**src/rtl/hazard_forward_unit_if.sv**
```systemverilog
// Bus between the ID/EX pipeline registers and the hazard/forwarding unit.
// slave  : the hazard_forward_unit side (takes pipeline indices, drives selects/stalls)
// master : the pipeline side (drives indices and control, observes selects/stalls)
// Signals:
//   ex_rs1_i/ex_rs2_i         EX-stage source indices
//   fwd_rd_i/fwd_regwrite_i   per-producer-stage destination and RegWrite (slice i = stage i)
//   id_rs*_i/id_rs*_use_i     ID-stage sources and their use flags
//   id_mc_i                   ID instruction is a multi-cycle op
//   ex_memread_i/ex_rd_i      EX load flag and destination
//   mc_start_i/mc_rd_i        multi-cycle issue and its destination
//   cnt_clr_i                 clear for the stall counter
//   forward_a_o/forward_b_o   ALU operand selects
//   stall_o                   pipeline hold / bubble request
//   mc_busy_o/mc_done_o/mc_err_o  multi-cycle unit status
//   stall_cnt_o               saturating stall-cycle count
interface hazard_forward_unit_if #(
    parameter int REG_ADDR_W = 5,
    parameter int FWD_STAGES = 2,
    parameter int CNT_W      = 16
);
    localparam int SEL_W = $clog2(FWD_STAGES + 1);

    logic [REG_ADDR_W-1:0]            ex_rs1_i;
    logic [REG_ADDR_W-1:0]            ex_rs2_i;
    logic [FWD_STAGES*REG_ADDR_W-1:0] fwd_rd_i;
    logic [FWD_STAGES-1:0]            fwd_regwrite_i;
    logic [REG_ADDR_W-1:0]            id_rs1_i;
    logic [REG_ADDR_W-1:0]            id_rs2_i;
    logic                             id_rs1_use_i;
    logic                             id_rs2_use_i;
    logic                             id_mc_i;
    logic                             ex_memread_i;
    logic [REG_ADDR_W-1:0]            ex_rd_i;
    logic                             mc_start_i;
    logic [REG_ADDR_W-1:0]            mc_rd_i;
    logic                             cnt_clr_i;
    logic [SEL_W-1:0]                 forward_a_o;
    logic [SEL_W-1:0]                 forward_b_o;
    logic                             stall_o;
    logic                             mc_busy_o;
    logic                             mc_done_o;
    logic                             mc_err_o;
    logic [CNT_W-1:0]                 stall_cnt_o;

    modport slave (
        input  ex_rs1_i, ex_rs2_i, fwd_rd_i, fwd_regwrite_i,
        input  id_rs1_i, id_rs2_i, id_rs1_use_i, id_rs2_use_i, id_mc_i,
        input  ex_memread_i, ex_rd_i, mc_start_i, mc_rd_i, cnt_clr_i,
        output forward_a_o, forward_b_o, stall_o,
        output mc_busy_o, mc_done_o, mc_err_o, stall_cnt_o
    );

    modport master (
        output ex_rs1_i, ex_rs2_i, fwd_rd_i, fwd_regwrite_i,
        output id_rs1_i, id_rs2_i, id_rs1_use_i, id_rs2_use_i, id_mc_i,
        output ex_memread_i, ex_rd_i, mc_start_i, mc_rd_i, cnt_clr_i,
        input  forward_a_o, forward_b_o, stall_o,
        input  mc_busy_o, mc_done_o, mc_err_o, stall_cnt_o
    );
endinterface

```
**src/rtl/hazard_forward_unit.sv**
```systemverilog
// Operand forwarding, load-use stall detection and multi-cycle (mul/div)
// occupancy tracking for the EX stage, plus a saturating stall-cycle counter.
// Ports:
//   clk_i  rising-edge clock
//   rst_i  asynchronous active-low reset
//   hfu    hazard_forward_unit_if.slave carrying all pipeline-side signals
//
// state   | meaning
// --------+-----------------------------------------------------------
// ST_IDLE | multi-cycle unit free, mc_start_i accepted
// ST_BUSY | op in flight; cnt_q counts remaining cycles down to 0
module hazard_forward_unit #(
    parameter int REG_ADDR_W = 5,
    parameter int FWD_STAGES = 2,
    parameter int MC_LAT     = 4,
    parameter int CNT_W      = 16
) (
    input  logic                  clk_i,
    input  logic                  rst_i,
    hazard_forward_unit_if.slave  hfu
);
    localparam int SEL_W    = $clog2(FWD_STAGES + 1);
    localparam int MC_CNT_W = $clog2(MC_LAT) + 1;

    typedef enum logic {
        ST_IDLE = 1'b0,
        ST_BUSY = 1'b1
    } state_t;

    state_t                state_q, state_d;
    logic [MC_CNT_W-1:0]   cnt_q, cnt_d;
    logic [REG_ADDR_W-1:0] pend_rd_q, pend_rd_d;
    logic                  mc_done_q, mc_done_d;
    logic                  mc_err_q, mc_err_d;
    logic [CNT_W-1:0]      stall_cnt_q, stall_cnt_d;

    logic [SEL_W-1:0]      fwd_a, fwd_b;
    logic [REG_ADDR_W-1:0] stage_rd;
    logic                  load_use_stall;
    logic                  mc_raw;
    logic                  mc_stall;
    logic                  stall;

    // Walk from the oldest stage to the youngest so the youngest match
    // overwrites anything older.
    always_comb begin
        fwd_a    = '0;
        fwd_b    = '0;
        stage_rd = '0;
        for (int i = FWD_STAGES - 1; i >= 0; i--) begin
            stage_rd = hfu.fwd_rd_i[i*REG_ADDR_W +: REG_ADDR_W];
            if (hfu.fwd_regwrite_i[i] && (stage_rd != '0)) begin
                if (stage_rd == hfu.ex_rs1_i) fwd_a = SEL_W'(FWD_STAGES - i);
                if (stage_rd == hfu.ex_rs2_i) fwd_b = SEL_W'(FWD_STAGES - i);
            end
        end
    end

    always_comb begin
        load_use_stall = hfu.ex_memread_i && (hfu.ex_rd_i != '0) &&
                         ((hfu.id_rs1_use_i && (hfu.id_rs1_i == hfu.ex_rd_i)) ||
                          (hfu.id_rs2_use_i && (hfu.id_rs2_i == hfu.ex_rd_i)));
        mc_raw         = (pend_rd_q != '0) &&
                         ((hfu.id_rs1_use_i && (hfu.id_rs1_i == pend_rd_q)) ||
                          (hfu.id_rs2_use_i && (hfu.id_rs2_i == pend_rd_q)));
        // The unit only holds one op, so any ID multi-cycle op must wait.
        mc_stall       = (state_q == ST_BUSY) && (mc_raw || hfu.id_mc_i);
        stall          = load_use_stall || mc_stall;
    end

    always_comb begin
        state_d   = state_q;
        cnt_d     = cnt_q;
        pend_rd_d = pend_rd_q;
        mc_done_d = 1'b0;
        mc_err_d  = mc_err_q;
        case (state_q)
            ST_IDLE: begin
                if (hfu.mc_start_i) begin
                    state_d   = ST_BUSY;
                    cnt_d     = MC_CNT_W'(MC_LAT - 1);
                    pend_rd_d = hfu.mc_rd_i;
                end
            end
            ST_BUSY: begin
                // A second issue is dropped but remembered as an error.
                if (hfu.mc_start_i) mc_err_d = 1'b1;
                if (cnt_q == '0) begin
                    state_d   = ST_IDLE;
                    mc_done_d = 1'b1;
                end else begin
                    cnt_d = cnt_q - 1'b1;
                end
            end
        endcase

        stall_cnt_d = stall_cnt_q;
        if (hfu.cnt_clr_i) begin
            stall_cnt_d = '0;
        end else if (stall && (stall_cnt_q != {CNT_W{1'b1}})) begin
            stall_cnt_d = stall_cnt_q + 1'b1;
        end
    end

    always_ff @(posedge clk_i or negedge rst_i) begin
        if (!rst_i) begin
            state_q     <= ST_IDLE;
            cnt_q       <= '0;
            pend_rd_q   <= '0;
            mc_done_q   <= 1'b0;
            mc_err_q    <= 1'b0;
            stall_cnt_q <= '0;
        end else begin
            state_q     <= state_d;
            cnt_q       <= cnt_d;
            pend_rd_q   <= pend_rd_d;
            mc_done_q   <= mc_done_d;
            mc_err_q    <= mc_err_d;
            stall_cnt_q <= stall_cnt_d;
        end
    end

    assign hfu.forward_a_o = fwd_a;
    assign hfu.forward_b_o = fwd_b;
    assign hfu.stall_o     = stall;
    assign hfu.mc_busy_o   = (state_q == ST_BUSY);
    assign hfu.mc_done_o   = mc_done_q;
    assign hfu.mc_err_o    = mc_err_q;
    assign hfu.stall_cnt_o = stall_cnt_q;
endmodule

```
**src/flat_wrapper.sv**
```systemverilog
// flat-port wrapper written by rule: the top's interface ports become plain ports
module hazard_forward_unit_flat 
#(
    parameter int REG_ADDR_W = 5,
    parameter int FWD_STAGES = 2,
    parameter int MC_LAT     = 4,
    parameter int CNT_W      = 16
)
  (clk_i, rst_i, hfu_ex_rs1_i, hfu_ex_rs2_i, hfu_fwd_rd_i, hfu_fwd_regwrite_i, hfu_id_rs1_i, hfu_id_rs2_i, hfu_id_rs1_use_i, hfu_id_rs2_use_i, hfu_id_mc_i, hfu_ex_memread_i, hfu_ex_rd_i, hfu_mc_start_i, hfu_mc_rd_i, hfu_cnt_clr_i, hfu_forward_a_o, hfu_forward_b_o, hfu_stall_o, hfu_mc_busy_o, hfu_mc_done_o, hfu_mc_err_o, hfu_stall_cnt_o);
  hazard_forward_unit_if #(.REG_ADDR_W(REG_ADDR_W), .FWD_STAGES(FWD_STAGES), .CNT_W(CNT_W)) hfu_i ();
  input  logic clk_i;
  input  logic rst_i;
  input wire logic [$bits(hfu_i.ex_rs1_i)-1:0] hfu_ex_rs1_i;
  input wire logic [$bits(hfu_i.ex_rs2_i)-1:0] hfu_ex_rs2_i;
  input wire logic [$bits(hfu_i.fwd_rd_i)-1:0] hfu_fwd_rd_i;
  input wire logic [$bits(hfu_i.fwd_regwrite_i)-1:0] hfu_fwd_regwrite_i;
  input wire logic [$bits(hfu_i.id_rs1_i)-1:0] hfu_id_rs1_i;
  input wire logic [$bits(hfu_i.id_rs2_i)-1:0] hfu_id_rs2_i;
  input wire logic [$bits(hfu_i.id_rs1_use_i)-1:0] hfu_id_rs1_use_i;
  input wire logic [$bits(hfu_i.id_rs2_use_i)-1:0] hfu_id_rs2_use_i;
  input wire logic [$bits(hfu_i.id_mc_i)-1:0] hfu_id_mc_i;
  input wire logic [$bits(hfu_i.ex_memread_i)-1:0] hfu_ex_memread_i;
  input wire logic [$bits(hfu_i.ex_rd_i)-1:0] hfu_ex_rd_i;
  input wire logic [$bits(hfu_i.mc_start_i)-1:0] hfu_mc_start_i;
  input wire logic [$bits(hfu_i.mc_rd_i)-1:0] hfu_mc_rd_i;
  input wire logic [$bits(hfu_i.cnt_clr_i)-1:0] hfu_cnt_clr_i;
  output wire logic [$bits(hfu_i.forward_a_o)-1:0] hfu_forward_a_o;
  output wire logic [$bits(hfu_i.forward_b_o)-1:0] hfu_forward_b_o;
  output wire logic [$bits(hfu_i.stall_o)-1:0] hfu_stall_o;
  output wire logic [$bits(hfu_i.mc_busy_o)-1:0] hfu_mc_busy_o;
  output wire logic [$bits(hfu_i.mc_done_o)-1:0] hfu_mc_done_o;
  output wire logic [$bits(hfu_i.mc_err_o)-1:0] hfu_mc_err_o;
  output wire logic [$bits(hfu_i.stall_cnt_o)-1:0] hfu_stall_cnt_o;
  assign hfu_i.ex_rs1_i = hfu_ex_rs1_i;
  assign hfu_i.ex_rs2_i = hfu_ex_rs2_i;
  assign hfu_i.fwd_rd_i = hfu_fwd_rd_i;
  assign hfu_i.fwd_regwrite_i = hfu_fwd_regwrite_i;
  assign hfu_i.id_rs1_i = hfu_id_rs1_i;
  assign hfu_i.id_rs2_i = hfu_id_rs2_i;
  assign hfu_i.id_rs1_use_i = hfu_id_rs1_use_i;
  assign hfu_i.id_rs2_use_i = hfu_id_rs2_use_i;
  assign hfu_i.id_mc_i = hfu_id_mc_i;
  assign hfu_i.ex_memread_i = hfu_ex_memread_i;
  assign hfu_i.ex_rd_i = hfu_ex_rd_i;
  assign hfu_i.mc_start_i = hfu_mc_start_i;
  assign hfu_i.mc_rd_i = hfu_mc_rd_i;
  assign hfu_i.cnt_clr_i = hfu_cnt_clr_i;
  assign hfu_forward_a_o = hfu_i.forward_a_o;
  assign hfu_forward_b_o = hfu_i.forward_b_o;
  assign hfu_stall_o = hfu_i.stall_o;
  assign hfu_mc_busy_o = hfu_i.mc_busy_o;
  assign hfu_mc_done_o = hfu_i.mc_done_o;
  assign hfu_mc_err_o = hfu_i.mc_err_o;
  assign hfu_stall_cnt_o = hfu_i.stall_cnt_o;
  hazard_forward_unit #(.REG_ADDR_W(REG_ADDR_W), .FWD_STAGES(FWD_STAGES), .MC_LAT(MC_LAT), .CNT_W(CNT_W)) u_core (.clk_i(clk_i), .rst_i(rst_i), .hfu(hfu_i));
endmodule
```
**config.mk**
```make
export PLATFORM = sky130hd
export DESIGN_NAME = hazard_forward_unit_flat
export DESIGN_NICKNAME = d
export VERILOG_FILES = /design/src/rtl/hazard_forward_unit_if.sv /design/src/rtl/hazard_forward_unit.sv /design/src/flat_wrapper.sv
export SDC_FILE = /design/constraint.sdc
export NUM_CORES = 1
export LEC_CHECK = 0
export BUFFER_PORTS_ARGS = -buffer_cell sky130_fd_sc_hd__buf_2
export CORE_UTILIZATION = 49
export CTS_BUF_LIST = sky130_fd_sc_hd__clkbuf_4
export CTS_CLUSTER_SIZE = 14
export DETAILED_ROUTE_END_ITERATION = 6
export PLACE_DENSITY = 0.82
export SLEW_MARGIN = 20
export SYNTH_ARGS = -nofsm -noshare
export SYNTH_HDL_FRONTEND = slang
export SYNTH_SLANG_ARGS = --single-unit
```
**constraint.sdc**
```tcl
create_clock -name clk_i -period 5.6 [get_ports clk_i]
set_input_delay 0.28 -clock clk_i [delete_from_list [all_inputs] [get_ports clk_i]]
set_output_delay 0.28 -clock clk_i [all_outputs]
set_load 0.1 [all_outputs]
```
* Yosys cells after proc, flatten, opt, wreduce, memory -nomap -nowiden
Cells that the tools add are included.
Storage, ports and cells: flip-flop bits (word level) 27, input port bits 50, output and inout port bits 24, word-level logic and storage cells 62
Cells by class: add/subtract/negate cells 2, eq/ne operators 11, mux-type cells 18, bitwise gates (word level) 1, reduce and logical (&&, ||, !) cells 24
Operator list (number):
- 5-bit == test | 8
- 16-bit 2-to-1 mux | 2
- 5-bit nonzero test | 4
- 16-bit by 1-bit adder with 16-bit output (second input constant) | 1
- 16-bit != test (second input constant) | 1
- 1-bit logical AND | 11
- 1-bit 2-to-1 mux | 8
- 2-bit 2-to-1 mux | 4
- 3-bit 2-to-1 mux | 2
- 3-bit one-hot mux with 2 select lines | 1
- 2-bit AND reduction | 3
- 1-bit logical OR | 4
- 2-bit != test (second input constant) | 2
- 3-bit zero test | 1
- 3-bit by 1-bit subtractor with 3-bit output (second input constant) | 1
- 1-bit one-hot mux with 2 select lines | 1
- 2-bit nonzero test | 1
- 1-bit NOT | 1

* Depth between registers and ports, before layout
Gate-level depths: netlist of run 1.
word-level depth 10, depth in mapped cells 7, mapped depth without buffers 7

* Least setup slack after synthesis of run 1
No wires, ideal clock.
kind input to output, start point input port hfu_ex_rs1_i[4], end point output port hfu_forward_a_o[0], arrival 5483 ps, required time 5320 ps, setup slack -163 ps, stages 4, path buffers 0, path through xnor2_1 -> nand3_1 -> nor4_1 -> nor4_1
On the way: cells in the longest elaborated chain, start to end 5, elaborated cells between the ends (all ways) 6, those cells by class eq/ne: 2; mux: 4
Ends and longest elaborated chain:
- from (decl) | RTL line flat_wrapper.sv:13 | input wire logic [$bits(hfu_i.ex_rs1_i)-1:0] hfu_ex_rs1_i;
- 5-bit == test | RTL line hazard_forward_unit.sv:53 | if (stage_rd == hfu.ex_rs1_i) fwd_a = SEL_W'(FWD_STAGES - i);
- 1-bit 2-to-1 mux | RTL line hazard_forward_unit.sv:53
- 1-bit 2-to-1 mux | RTL line hazard_forward_unit.sv:52 | if (hfu.fwd_regwrite_i[i] && (stage_rd != '0)) begin
- 2-bit 2-to-1 mux | RTL line hazard_forward_unit.sv:53
- 2-bit 2-to-1 mux (*) | RTL line hazard_forward_unit.sv:52
- to (decl) | RTL line flat_wrapper.sv:27 | output wire logic [$bits(hfu_i.forward_a_o)-1:0] hfu_forward_a_o;
Every way passes the cells marked *; elsewhere a longest branch is shown, timed or not.

* Worst setup path after layout of run 1
start point register u_core.pend_rd_q[0], end point output port hfu_stall_o
On the way: cells in the longest elaborated chain, start to end 7, elaborated cells between the ends (all ways) 10, those cells by class eq/ne: 2; reduce/logical: 8
Ends and longest elaborated chain:
- from (decl) | RTL line hazard_forward_unit.sv:32 | logic [REG_ADDR_W-1:0] pend_rd_q, pend_rd_d;
- from (signal assigned) | RTL line hazard_forward_unit.sv:116 | pend_rd_q <= pend_rd_d;
- 5-bit == test, on equally long branches | RTL line hazard_forward_unit.sv:64, hazard_forward_unit.sv:65
- 1-bit logical AND, on equally long branches | RTL line hazard_forward_unit.sv:64, hazard_forward_unit.sv:65
- 1-bit logical OR | RTL line hazard_forward_unit.sv:64 | ((hfu.id_rs1_use_i && (hfu.id_rs1_i == pend_rd_q)) ||
- 1-bit logical AND (*) | RTL line hazard_forward_unit.sv:63 | mc_raw = (pend_rd_q != '0) &&
- 1-bit logical OR (*) | RTL line hazard_forward_unit.sv:67 | mc_stall = (state_q == ST_BUSY) && (mc_raw || hfu.id_mc_i);
- 1-bit logical AND (*) | RTL line hazard_forward_unit.sv:67
- 1-bit logical OR (*) | RTL line hazard_forward_unit.sv:68 | stall = load_use_stall || mc_stall;
- to (decl) | RTL line flat_wrapper.sv:29 | output wire logic [$bits(hfu_i.stall_o)-1:0] hfu_stall_o;
Marked as above.

==> metrics.cfg, run 1 <==
[routing]
wl_mm=4.775
postRouteAntennaNets=0
drtIter0Drc=60
drcViolationCount=0
via_per_inst=5.579
via_count=1908
wire_per_inst_um=13.96
first_pass_iters=4

[final_layout]
fin_nets=346
syn_to_final_growth_pct=19.73
post-route-util_pct=62.43
drive_gt1_share_pct=38.01
diodes=0
n_fill_cell=351

[yosys]
synth_cell_type_count=39
synth_top_area_cell=dfrtp_1
synthFlopType=dfrtp_1
netlist_instances=221
yosysTopAreaCellShare_pct=31.71
syn-cell-area_sq_mm=0.002131
synth-edff-count=0
yosys-top-cells-area=dfrtp_1, xnor2_1, mux2_2
seq_area_frac_synth_pct=31.71
ys_async_sr_fraction_pct=100.0
ys_warn_count=0
ys_ff_latch=27
synth_nets=274
avgSynthCellArea_sq_um=9.642

[sta]
min_period_over_period_pct=51.13
finalMaxSlewViolations=0
worst_slew_margin_rel_pct=45.40
timing_worst_slew_pin_value_ns=0.8127
fmax_ghz=0.3492
setup_viol=0
hold_viol_final=0
fin_skew_ns=0.006139
rsz0062_at_grt=false
fin_crit_ns=2.863

[global_route]
antenna_found_initial=0
grt_pass1_vias=1777
grt-ovfl-total=0
grt_max_degree=32
grtUsageTotal_pct=22.04
grt_pass1_wl_mm=7.845

[placed_design]
place_congestion=0.7874
hpwl_mm=3.657
io_buffers=73

[clocking]
cts_buffers=3
clkSlewWorstSetupHoldPaths_ns=0.15
post_cts_resized=0
cts_tree=built
clock_tree.buffer_depth=2
clk_latency_ns=0.33
clock-sinks=27
root_buffer=clkbuf_4
post_cts_buffers=0
htreeDepth=1

[status]
status=complete, no violations

[floorplan]
die_w_um=67.95
die_h_um=67.95
initial_core_util_pct=52.14
rows=23
die-area_sq_mm=0.004617
ios=74
core_area_sq_mm=0.004086

[worst_setup_path]
crit_type=reg2out
cp-end-kind=primary output
startpoint_type=flop
worstPathRequired_ns=5.32
arrival_ns=2.58
path_max_fanout=14

[power_and_ir_drop]
powerDensity_mw_per_mm2=280.1
power_leakage_nw=1.138
max-vdd-ir-drop_mv=0.2846
power_uw=714.5

[hold_path]
hold_class=in2reg

[run]
max-cap-violations=0

timing repair:
action | 4_1_cts | 5_1_grt
endpoints found under the setup margin | 0 | 0
hold buffers | 1 | 0
hold endpoints to repair | 27 | 0
Yosys cell counts (7+ instances only):
master	number
xor2_1	15
nand3_1	10
nand4_1	9
dfrtp_1	27
nand2_1	13
mux2_4	7
xnor2_1	26
nor2_1	19
inv_1	7
nor2b_1	15
a211oi_2	7
mux2_2	12
sequential cells by signal (all words and copies together), names as in the netlist:
| register | cells |
|---|---|
| u_core.hfu.mc_done_o | 1 |
| u_core.pend_rd_q | 5 |
| u_core.hfu.mc_err_o | 1 |
| u_core.cnt_q | 3 |
| u_core.hfu.stall_cnt_o | 16 |
| u_core.hfu.mc_busy_o | 1 |
area by class of cell:
type                            instances  area [sq um]  area share, %
Inverter                                7         26.28          1.030
Clock inverter                          1         5.005         0.1962
Timing Repair Buffer                   74         375.4          14.71
Tap cell                               50         62.56          2.452
Multi-Input combinational cell        180          1384          54.24
Sequential cell                        27         675.6          26.48
Clock buffer                            3         22.52         0.8828
cell families after synthesis:
family | count (synthesis) | share of synthesized area (%)
flip-flops | 27 | 31.71
AO/OA/AOI/OAI | 27 | 12.51
buffers and inverters | 14 | 3.347
AND/OR/NAND/NOR | 89 | 22.08
XOR/XNOR | 41 | 16.85
adder cells (fa/ha/maj) | 3 | 1.762
multiplexers | 20 | 11.74
worst paths after layout:
| check | startpoint | to | slack, ns | cells past startpoint |
|---|---|---|---|---|
| worst min-delay path | hfu_mc_rd_i[4] | u_core.pend_rd_q[4] | 0.17 | 2 |
| max in group asynchronous | rst_i | u_core.hfu.stall_cnt_o[9] | 4.70 | 2 |
| worst min register to register | u_core.hfu.mc_err_o | u_core.hfu.mc_err_o | 0.47 | 1 |
| worst max-delay path | u_core.pend_rd_q[0] | hfu_stall_o | 2.74 | 6 |
| min in group asynchronous | rst_i | u_core.cnt_q[2] | 0.50 | 2 |
| worst max register to register | u_core.pend_rd_q[0] | u_core.hfu.stall_cnt_o[0] | 3.06 | 6 |
report_power, final:
part,leakage [nW],internal [mW],switching (mW)
clock,0.0177,0.0268,0.0591
combinational,0.771,0.127,0.216
sequential,0.349,0.236,0.0506
worst max-delay path, stage by stage (launching register included):
cell and delay [ns]:
dfrtp_1 0.45, or4_1 0.54, nor2_2 0.13, nor3_2 0.08, o31ai_4 0.64, nand2_1 0.10, buf_2 0.31
per-stage QoR:
stage / instances / hold slack (ns) / instance area (sq um) / setup TNS, ns / setup WS [ns]
2_1_floorplan: 221 / -0.01559 / 2131 / -0.3256 / -0.1628
3_3_place_gp: 337 / 0.3199 / 2514 / 0 / 3.132
3_5_place_dp: 337 / 0.3296 / 2514 / 0 / 3.082
4_1_cts: 342 / 0.1725 / 2551 / 0 / 2.727
5_1_grt: 342 / 0.1664 / 2551 / 0 / 2.580
6_report: 342 / 0.1749 / 2551 / 0 / 2.737
placed cells by master, fill, tap and decap left out, drive strengths merged:
cell / n
mux2: 19
a21o: 3
or4: 6
a2111oi: 4
nor3: 6
ha: 3
nor2: 20
xnor2: 26
a211oi: 8
a22oi: 1
nand4: 9
o22ai: 1
nand2: 13
a21oi: 2
dfrtp: 27
o21ai: 2
nand3: 10
clkbuf: 3
and3: 2
and2: 1
dlygate4sd3: 1
or2: 1
o211ai: 1
inv: 7
nor2b: 15
o31ai: 1
buf: 73
xor2: 15
clkinv: 1
o32ai: 4
nand2b: 2
nor4: 4
mux2i: 1
routing by layer:
metal / global-route usage, % / vias to the layer above / share of wire, %
met5: 0 / - / 0
met4: 6.510 / 0 / 0.88
met3: 2.500 / 4 / 5.8
met2: 37.50 / 64 / 48
met1: 29.12 / 904 / 46
li1: - / 936 / -
(Power assumes the default switching activity.)
==> inputs of run 2 (changes only) <==
Settings changed: CORE_UTILIZATION 49 to 47, PLACE_DENSITY 0.82 to 0.83.
Clock period 5.6 ns to 2.3 ns, I/O delays scaled along.
==> metrics.cfg, run 2 (same netlist as run 1, synthesis figures left out) <==
[status]
status=finished with violations
violations=negative setup slack

[worst_setup_path]
crit_type=reg2out
ff2ff_path_depth=8
path_max_fanout=4
worstPathRequired_ns=2.18
startpoint_type=flop
cp-end-kind=primary output
arrival_ns=2.21

[power_and_ir_drop]
seq_power_share_pct=36.9
powerDensity_mw_per_mm2=678.9
p_switching_uw=845.6
combPwrFrac_pct=52.5
p_sw_share_pct=44.56
power_leakage_nw=1.194
clockPowerShare_pct=10.6
max-vdd-ir-drop_mv=0.5220
power_mw=1.898
intPower_mw=1.052

[clocking]
cts_tree=built
htreeDepth=1
clock_tree.buffer_depth=2
clk_latency_ns=0.32
clkSlewWorstSetupHoldPaths_ns=0.15
root_buffer=clkbuf_4
clock-sinks=27
cts_buffers=3

[sta]
timing_worst_slew_pin_value_ns=0.5941
min_period_over_period_pct=100.9
finalMaxSlewViolations=0
setup_viol=1
fin_skew_ns=0.01111
worst_slew_margin_rel_pct=60.40
hold_viol_final=0
whs_ns=0.01382
fin_ws_ns=-0.02125
rsz0062_at_grt=true
fmax_ghz=0.4308
fin_crit_ns=2.321

[global_route]
grtUsageTotal_pct=20.77
grt_pass1_wl_mm=8.335
grt-ovfl-total=0
antenna_found_initial=0
grt_pass1_vias=1916
grt_max_degree=32

[final_layout]
syn_to_final_growth_pct=31.18
diodes=0
final_area_sq_mm=0.002795
post-route-util_pct=64.20
fin_nets=359
final_cell_mix=buf_2, xnor2_1, nor2_1
layout_commonest_cell=buf_2
drive_gt1_share_pct=48.52
largest_reg_flops=16

[floorplan]
initial_core_util_pct=48.94
ios=74
rows=24
die_w_um=69.33
die_h_um=69.33
core_area_sq_mm=0.004354
die-area_sq_mm=0.004807

[routing]
routed-wl-met3_um=192
drcViolationCount=0
via_per_inst=5.387
met2WireLength_mm=2.488
postRouteAntennaNets=0
wl_mm=4.845
via_count=1923
wl_met1_mm=2.085
wire_per_inst_um=13.57
first_pass_iters=4
drtIter0Drc=56
top_layer_used=met4

[hold_path]
hold_class=in2reg
min_path_cells=2

[placed_design]
dpl_worst_slack_ns=-0.008950
io_buffers=73
place_congestion=0.8615
hpwl_mm=3.827
place_area_sq_mm=0.002689

[run]
max-cap-violations=0

## run 2: per-layer routing
layer	GRT usage, %	up-vias
met5	0	-
met4	6.576	0
met3	1.599	6
met2	37.11	50
met1	26.54	909
li1	-	958
## run 2: area by class of cell
type                    count  area [sq um]
clock buffers               3         22.52
clock inverters             1         5.005
fillers                   373          1559
inverters                   7         26.28
multi-input cells         180          1475
flip-flops and latches     27         699.4
well taps                  52         65.06
repair buffers             87         501.7
## run 2: per-stage QoR
stage | TNS, ns | cells
after floorplan | 0 | 221
after global placement | 0 | 350
after detailed placement | -0.009468 | 350
after CTS | -0.08708 | 356
after global routing | -0.6146 | 357
final | -0.02125 | 357
## run 2: repair_timing
item | in CTS | in global routing
setup endpoints to repair | 6 | 11
cloned | 0 | 0
setup buffers | 1 | 0
pin swaps | 2 | 3
hold buffers | 1 | 1
endpoints found under the hold margin | 27 | 1
gates resized for setup | 6 | 9
## run 2: worst max-delay path: stages, from the launching register on
cell and delay [ns]:
dfrtp_1 0.46, or4_4 0.52, nor2_4 0.15, nor3_2 0.08, o31ai_4 0.28, buf_4 0.17, nand2_2 0.06, buf_12 0.16
## run 2: worst paths after layout
path                                     start                         to  slack [ns]
max reg2reg                u_core.pend_rd_q[2]  u_core.hfu.stall_cnt_o[9]        0.01
max in group asynchronous                rst_i  u_core.hfu.stall_cnt_o[1]        1.55
min in group asynchronous                rst_i            u_core.cnt_q[2]        0.30
min reg2reg                u_core.hfu.mc_err_o        u_core.hfu.mc_err_o        0.49
max                        u_core.pend_rd_q[2]                hfu_stall_o       -0.02
min                             hfu_mc_rd_i[2]        u_core.pend_rd_q[2]        0.01
## run 2: power by group through the flow
stage	Clock (mW)	Sequential [mW]	Combinational [mW]
final	0.201	0.700	0.996
after floorplan	0	0.862	0.521
after detailed placement	0	0.699	0.928
after global routing	0.230	0.715	1.08
after global placement	0	0.692	0.902
after CTS	0.213	0.689	0.956
